### config.mk
export PLATFORM = sky130hd
export DESIGN_NAME = fetch_unit
export DESIGN_NICKNAME = d
export VERILOG_FILES = /design/src/rtl/fetch_unit.sv
export SDC_FILE = /design/constraint.sdc
export NUM_CORES = 1
export LEC_CHECK = 0
export CAP_MARGIN = 20
export CORE_MARGIN = 2
export CORE_UTILIZATION = 37
export DETAILED_ROUTE_END_ITERATION = 12
export GPL_ROUTABILITY_DRIVEN = 0
export MAX_ROUTING_LAYER = met4
export PLACE_DENSITY = 0.95
export SYNTH_ARGS = -nofsm -noshare
export SYNTH_HDL_FRONTEND = slang
export SYNTH_SLANG_ARGS = --single-unit
### constraint.sdc
create_clock -name clk -period 4.3 [get_ports clk]
set_input_delay 0.645 -clock clk [delete_from_list [all_inputs] [get_ports clk]]
set_output_delay 0.645 -clock clk [all_outputs]
set_load 0.005 [all_outputs]
### src/rtl/fetch_unit.sv
// Instruction-fetch stage: drives the PC register and imem address, and holds the F/D slot.
// state | meaning
// RUN   | fetching, one instruction per cycle unless stalled
// HALT  | fetch stopped, F/D holds a bubble until resume or redirect
module fetch_unit #(
    parameter int IMEM_AW = 12,
    parameter int DW      = 32
) (
    input  logic               clk,
    input  logic               clr,
    input  logic [31:0]        pc_q,
    output logic [31:0]        next_pc,
    output logic               pc_en,
    output logic [IMEM_AW-1:0] imem_addr,
    input  logic [DW-1:0]      imem_q,
    input  logic               stall,
    input  logic               redirect,
    input  logic [31:0]        redirect_target,
    input  logic               halt_req,
    input  logic               resume,
    output logic               fd_valid,
    output logic [DW-1:0]      fd_instr,
    output logic [31:0]        fd_pc,
    output logic [31:0]        fd_pc_plus1,
    output logic               halted
);

    typedef enum logic {
        RUN  = 1'b0,
        HALT = 1'b1
    } state_t;

    state_t      state_q, state_d;
    logic [31:0] pend_pc_q, pend_pc_d;
    logic        pend_valid_q, pend_valid_d;
    logic [31:0] pc_plus1;
    logic        running;

    always_ff @(posedge clk or posedge clr) begin
        if (clr) begin
            state_q      <= RUN;
            pend_pc_q    <= '0;
            pend_valid_q <= 1'b0;
        end else begin
            state_q      <= state_d;
            pend_pc_q    <= pend_pc_d;
            pend_valid_q <= pend_valid_d;
        end
    end

    always_comb begin
        state_d      = state_q;
        pend_pc_d    = pend_pc_q;
        pend_valid_d = pend_valid_q;
        if (redirect) begin
            state_d      = RUN;
            pend_valid_d = 1'b0;
        end else if (halt_req) begin
            state_d      = HALT;
            pend_valid_d = 1'b0;
        end else if (state_q == HALT) begin
            pend_valid_d = 1'b0;
            if (resume) begin
                state_d = RUN;
            end
        end else if (!stall) begin
            pend_pc_d    = pc_q;
            pend_valid_d = 1'b1;
        end
    end

    // While clr is held the PC path behaves as a plain free-running fetch.
    always_comb begin
        pc_plus1  = pc_q + 32'd1;
        running   = (state_q == RUN);
        next_pc   = pc_plus1;
        pc_en     = 1'b1;
        imem_addr = pc_q[IMEM_AW-1:0];
        if (!clr) begin
            next_pc = redirect ? redirect_target : pc_plus1;
            pc_en   = redirect | (running & ~stall & ~halt_req);
            if (stall && !redirect && running) begin
                imem_addr = pend_pc_q[IMEM_AW-1:0];
            end
        end
    end

    assign fd_valid    = pend_valid_q;
    assign fd_instr    = pend_valid_q ? imem_q : '0;
    assign fd_pc       = pend_pc_q;
    assign fd_pc_plus1 = pend_pc_q + 32'd1;
    assign halted      = (state_q == HALT);

endmodule

==> metrics.txt, run 1 <==
Tmin final 4020 ps; Max-slew headroom 56.9%; Top Ports 245; IO Port Bufs 244; cells after synthesis 386; synth warn 0; FF-to-FF path depth 3; EDFF count, synth 0; Critical Path Stages 7; Hold Startpoint fd_pc[30]$_DFFE_PP0P_; Pint 0.00102 W; CTS Hold Buffers Added 0; initial antenna violation count 0; Fin Setup TNS 0 ps; worst setup path class in -> out; Critical Path Sink Type primary output; R2R setup slack 2630 ps; TritonCTS clock tree yes; worst vdd ir 0.227 mV; WL/cell 18.1 microns; initial detailed-routing violation count 224; launch point of the worst reg-to-reg path halted$_DFF_PP0_; max incr delay on CP 570 ps; Hold Crit Class reg -> reg; crit share post-route 93.5%; Hold WS 598 ps; Clk network pwr share 16.3%; combinational fraction of design power 50.2%; worst-path fanout max 15; first-pass GRT wire length 20,700 microns; CP Cell Sequence clkdlybuf4s50_1 > ha_1 > and3_1 > nand4_4 > or4_1 > a31oi_1 > clkdlybuf4s50_1; core area 0.00859 sq mm; share of layout cells above drive strength 1 10.1%; Clock transition at path regs 60 ps; Crit path buffers/inverters 2; cts repair resizes 0; Leak Pwr 2.17 nW; Net Sw Power 0.000496 W; achievable frequency 249 MHz; Post-CTS Setup Bufs 0; arrival time at the worst endpoint 3370 ps; Overall Global Routing Usage 27.5%; Die ar. 0.00948 sq mm; Syn-to-layout area delta 80.9%; crit-path most repeated cell clkdlybuf4s50_1; starting density of the core 37.6%; clk buf depth 2; pwr dens 261 mW/mm^2; utilization after layout 67.9%; sequential fraction of the synthesis area 26.4%; slowest CP cell clkdlybuf4s50_1; max-cap violation count 0; diode count 0; vias 4,044; status completed; clock sink count 34; row cnt 34; Die Span X 97.4 microns; Nets 725; worst slew pin tran 646 ps; clk_skew 15.4 ps; Yosys cell types 33; post-route ant nets 0; Finish-stage setup viols 0; #FFs+latches synth 34; CTS buffer count 5; syn_nets 490; switch share 32.6%; Async SR Flop Fraction 100%; Die H 97.4 microns; Worst Hold Endpoint fd_pc[30]$_DFFE_PP0P_; Post-Syn Area 0.00323 sq mm; Slew Viols, Final 0; Clock Tree Root clkbuf_8; residual DRC count 0; RSZ-0062 raised after global routing no; Top Family by Delay on Critical Path simple AND/OR/NAND/NOR gates; Worst R2R End fd_pc[28]$_DFFE_PP0P_; vias per cell 5.54; vias in the first global route 3,861; hpwl dp 10,700 microns; worst hold stages 1; Syn Area/Cell 8.36 sq um; Worst setup SP type input port; final hold vios 0; later-pin clock latency in the skew report 280 ps; total grt overflow 0; H-tree depth 2; Worst Path Required 3650 ps; largest net degree at the start of global routing 37; drt first pass iters 5; Total Wirelength 13,200 microns; prevailing post-synth register cell dfrtp_1; part of the power in registers 33.5%
==> placed cells by master, fill, tap and decap left out, drive strengths merged, types with 2 or more instances in the layout <==
cell           count
a31oi             16
and2              33
and3               9
and4               6
buf                6
clkbuf             6
clkdlybuf4s50    244
dfrtp             34
ha                 2
inv                8
mux2              41
nand2             37
nand3             28
nand4             20
nor2              23
nor3               2
nor4               4
o211ai             3
o21ai             24
o31ai              7
or3               10
or4               11
xnor2             27
xor2              14
==> layout make-up <==
| class | instances | area, sq um |
|---|---|---|
| fill | 670 | 2760 |
| multi-input combinational | 322 | 2240 |
| timing repair buffer | 250 | 2490 |
| clock inverter | 2 | 12.5 |
| inverter | 8 | 30.0 |
| sequential | 34 | 851 |
| tap | 108 | 135 |
| clock buffer | 6 | 82.6 |
==> logic make-up (layout without fill, tap and decap cells) <==
group                    Yosys count  in the layout  share of synthesized area [%]
XOR/XNOR                          41             41                           11.1
adder cells (fa/ha/maj)            2              2                          0.775
buffers and inverters             30            266                           4.46
AO/OA/AOI/OAI                     52             52                           9.58
AND/OR/NAND/NOR                  186            186                           33.4
flip-flops                        34             34                           26.4
multiplexers                      41             41                           14.3
==> cells in the mapped netlist (5+ instances only) <==
| library cell | n | area, sq um |
|---|---|---|
| a31oi_1 | 16 | 100 |
| and2_1 | 33 | 206 |
| and3_1 | 9 | 56.3 |
| and4_1 | 5 | 43.8 |
| buf_2 | 7 | 35.0 |
| clkbuf_1 | 12 | 45.0 |
| dfrtp_1 | 34 | 851 |
| inv_1 | 8 | 30.0 |
| mux2_2 | 41 | 462 |
| nand2_1 | 37 | 139 |
| nand3_1 | 28 | 140 |
| nand4_1 | 18 | 113 |
| nor2_1 | 23 | 86.3 |
| o21ai_0 | 24 | 120 |
| o31ai_1 | 7 | 52.6 |
| or3_1 | 10 | 62.6 |
| or4_1 | 11 | 82.6 |
| xnor2_1 | 27 | 236 |
| xor2_1 | 14 | 123 |
==> how the worst max path moves through the flow <==
| stage | start | endpoint | slack (ps) |
|---|---|---|---|
| global route | pc_q[0] | next_pc[30] | 120 |
| detailed placement | pc_q[0] | next_pc[30] | 320 |
| floorplan | clr | next_pc[11] | 1480 |
| CTS | pc_q[0] | next_pc[30] | 310 |
| finish | pc_q[0] | next_pc[30] | 280 |
| global placement | pc_q[5] | next_pc[23] | 410 |
==> power by group through the flow <==
stage | registers (W) | logic [W] | clock network [W]
final | 0.000509 | 0.000763 | 0.000248
after global routing | 0.000524 | 0.000808 | 0.000271
after CTS | 0.000507 | 0.000767 | 0.000257
after detailed placement | 0.000512 | 0.000760 | 0
after global placement | 0.000505 | 0.000746 | 0
after floorplan | 0.000483 | 0.000237 | 0
==> per-stage QoR <==
stage          worst slack [ps]  power [W]  cell area (sq um)  cells
6_report                    281    0.00152               5840    730
3_5_place_dp                317    0.00127               5740    722
3_3_place_gp                414    0.00125               5740    722
4_1_cts                     314    0.00153               5840    730
5_1_grt                     117    0.00160               5840    730
2_1_floorplan              1480   0.000720               3230    386
==> per-layer routing <==
metal	vias up	global-route usage, %	share of wire [%]	wire [microns]
met5	-	-	0	0
met4	0	7.37	2.8	367
met3	32	4.03	6.5	854
met2	201	48.9	52	6890
met1	1940	32.6	39	5090
li1	1871	-	-	-
==> registers in the layout (all words and copies together), names as in the netlist <==
signal	cells
fd_pc	32
halted	1
fd_valid	1
No activity file was read; power rests on OpenSTA's default activity.
==> run 2, diff against run 1 <==
CORE_ASPECT_RATIO = 1.4   (was default)
==> metrics.txt, run 2 (synthesis results as in run 1) <==
vias in the first global route 3,966; WL/cell 18.5 microns; Top Ports 245; clk_skew 8.61 ps; global routing met3 resource utilization 4.54%; drt first pass iters 4; Tmin final 3940 ps; vias per cell 5.52; status completed; vias 4,012; later-pin clock latency in the skew report 280 ps; Total Wirelength 13,400 microns; crit share post-route 91.6%; final hold vios 0; arrival time at the worst endpoint 3300 ps; Fin Setup TNS 0 ps; clock sink count 34; Leak Pwr 2.22 nW; RSZ-0062 raised after global routing no; clk buf depth 2; CTS Hold Buffers Added 0; Slew Viols, Final 0; Hold Crit Class reg -> reg; Post-CTS Setup Bufs 0; most frequent cells in the layout clkdlybuf4s50_1, mux2_2, nand2_1, dfrtp_1, and2_1; diode count 0; residual DRC count 0; TritonCTS clock tree yes; hpwl dp 10,600 microns; worst vdd ir 0.252 mV; worst slew pin tran 840 ps; share of layout cells above drive strength 1 10.3%; commonest non-fill, non-tap cell in the layout clkdlybuf4s50_1; Overall Global Routing Usage 27.7%; starting density of the core 37.9%; Worst Path Required 3650 ps; Worst setup SP type input port; Syn-to-layout area delta 84.1%; Die H 114 microns; Clock Tree Root clkbuf_16; worst setup path class in -> out; CTS buffer count 5; Critical Path Sink Type primary output; initial antenna violation count 0; Die ar. 0.00949 sq mm; Die Span X 82.9 microns; met1 Resource Use GR 29.9%; post-route ant nets 0; worst-path fanout max 16; first-pass GRT wire length 20,600 microns; max-cap violation count 0; total grt overflow 0; Tot Pwr 0.00176 W; gr busiest metal met2; Largest register FFs 32; pwr dens 296 mW/mm^2; Nets 725; initial detailed-routing violation count 110; core area 0.00851 sq mm; GR Util met2 51.8%; utilization after layout 69.8%; row cnt 40; IO Port Bufs 244; cts repair resizes 0; Finish-stage setup viols 0; largest net degree at the start of global routing 37; Clock transition at path regs 50 ps; H-tree depth 2; Max-slew headroom 43.8%; achievable frequency 254 MHz
## run 2: cell types whose count changed in the layout (fill, tap and decap cells not counted), sizes merged
| cell | delta |
|---|---|
| bufinv | +2 |
| clkinv | -1 |
| clkinvlp | -1 |
## run 2: per-stage QoR
step | area, sq um | cells | setup WS, ps | hold WS [ps]
2_1_floorplan | 3230 | 386 | 1480 | 548
3_3_place_gp | 5740 | 719 | 459 | 557
3_5_place_dp | 5740 | 719 | 367 | 559
4_1_cts | 5940 | 727 | 366 | 573
5_1_grt | 5940 | 727 | 209 | 611
6_report | 5940 | 727 | 359 | 567
## run 2: per-layer routing
layer,up-vias,wire length (microns)
li1,1871,-
met1,1901,4930
met2,218,7380
met3,22,807
met4,0,300
met5,-,0
## run 2: report_power, final
part / leakage [nW] / switching [W] / internal, W
sequential: 0.408 / 0.000130 / 0.000387
combinational: 1.72 / 0.000254 / 0.000509
clock: 0.0971 / 0.000130 / 0.000348
total: 2.22 / 0.000514 / 0.00124
## run 2: worst max-delay path, cell delays in order
cell and delay [ps]:
clkdlybuf4s50_1 600, and4_1 420, nand4_2 360, or4_1 580, a31oi_1 170, clkdlybuf4s50_1 520
## run 2: path summary, 6_finish.rpt
check | from | end | slack (ps) | cells after the start
max | pc_q[6] | next_pc[23] | 360 | 6
min | fd_pc[31]$_DFFE_PP0P_ | fd_pc[31]$_DFFE_PP0P_ | 570 | 1
max reg2reg | halted$_DFF_PP0_ | fd_pc[1]$_DFFE_PP0P_ | 2630 | 3
min reg2reg | fd_pc[31]$_DFFE_PP0P_ | fd_pc[31]$_DFFE_PP0P_ | 570 | 1
max in group asynchronous | clr | fd_pc[29]$_DFFE_PP0P_ | 3020 | 3
min in group asynchronous | clr | fd_pc[2]$_DFFE_PP0P_ | 960 | 3
## run 2: layout make-up
type	instances	area [sq um]
Sequential cell	34	851
Fill cell	640	2570
Tap cell	105	131
Clock inverter	2	60.1
Clock buffer	6	139
Timing Repair Buffer	250	2490
Inverter	8	30.0
Multi-Input combinational cell	322	2240
==> run 3, diff against run 2 <==
CORE_ASPECT_RATIO = default   (was 1.4)
==> results of run 3 <==
No change in the layout: final DEF, timing and power equal those of run 1.
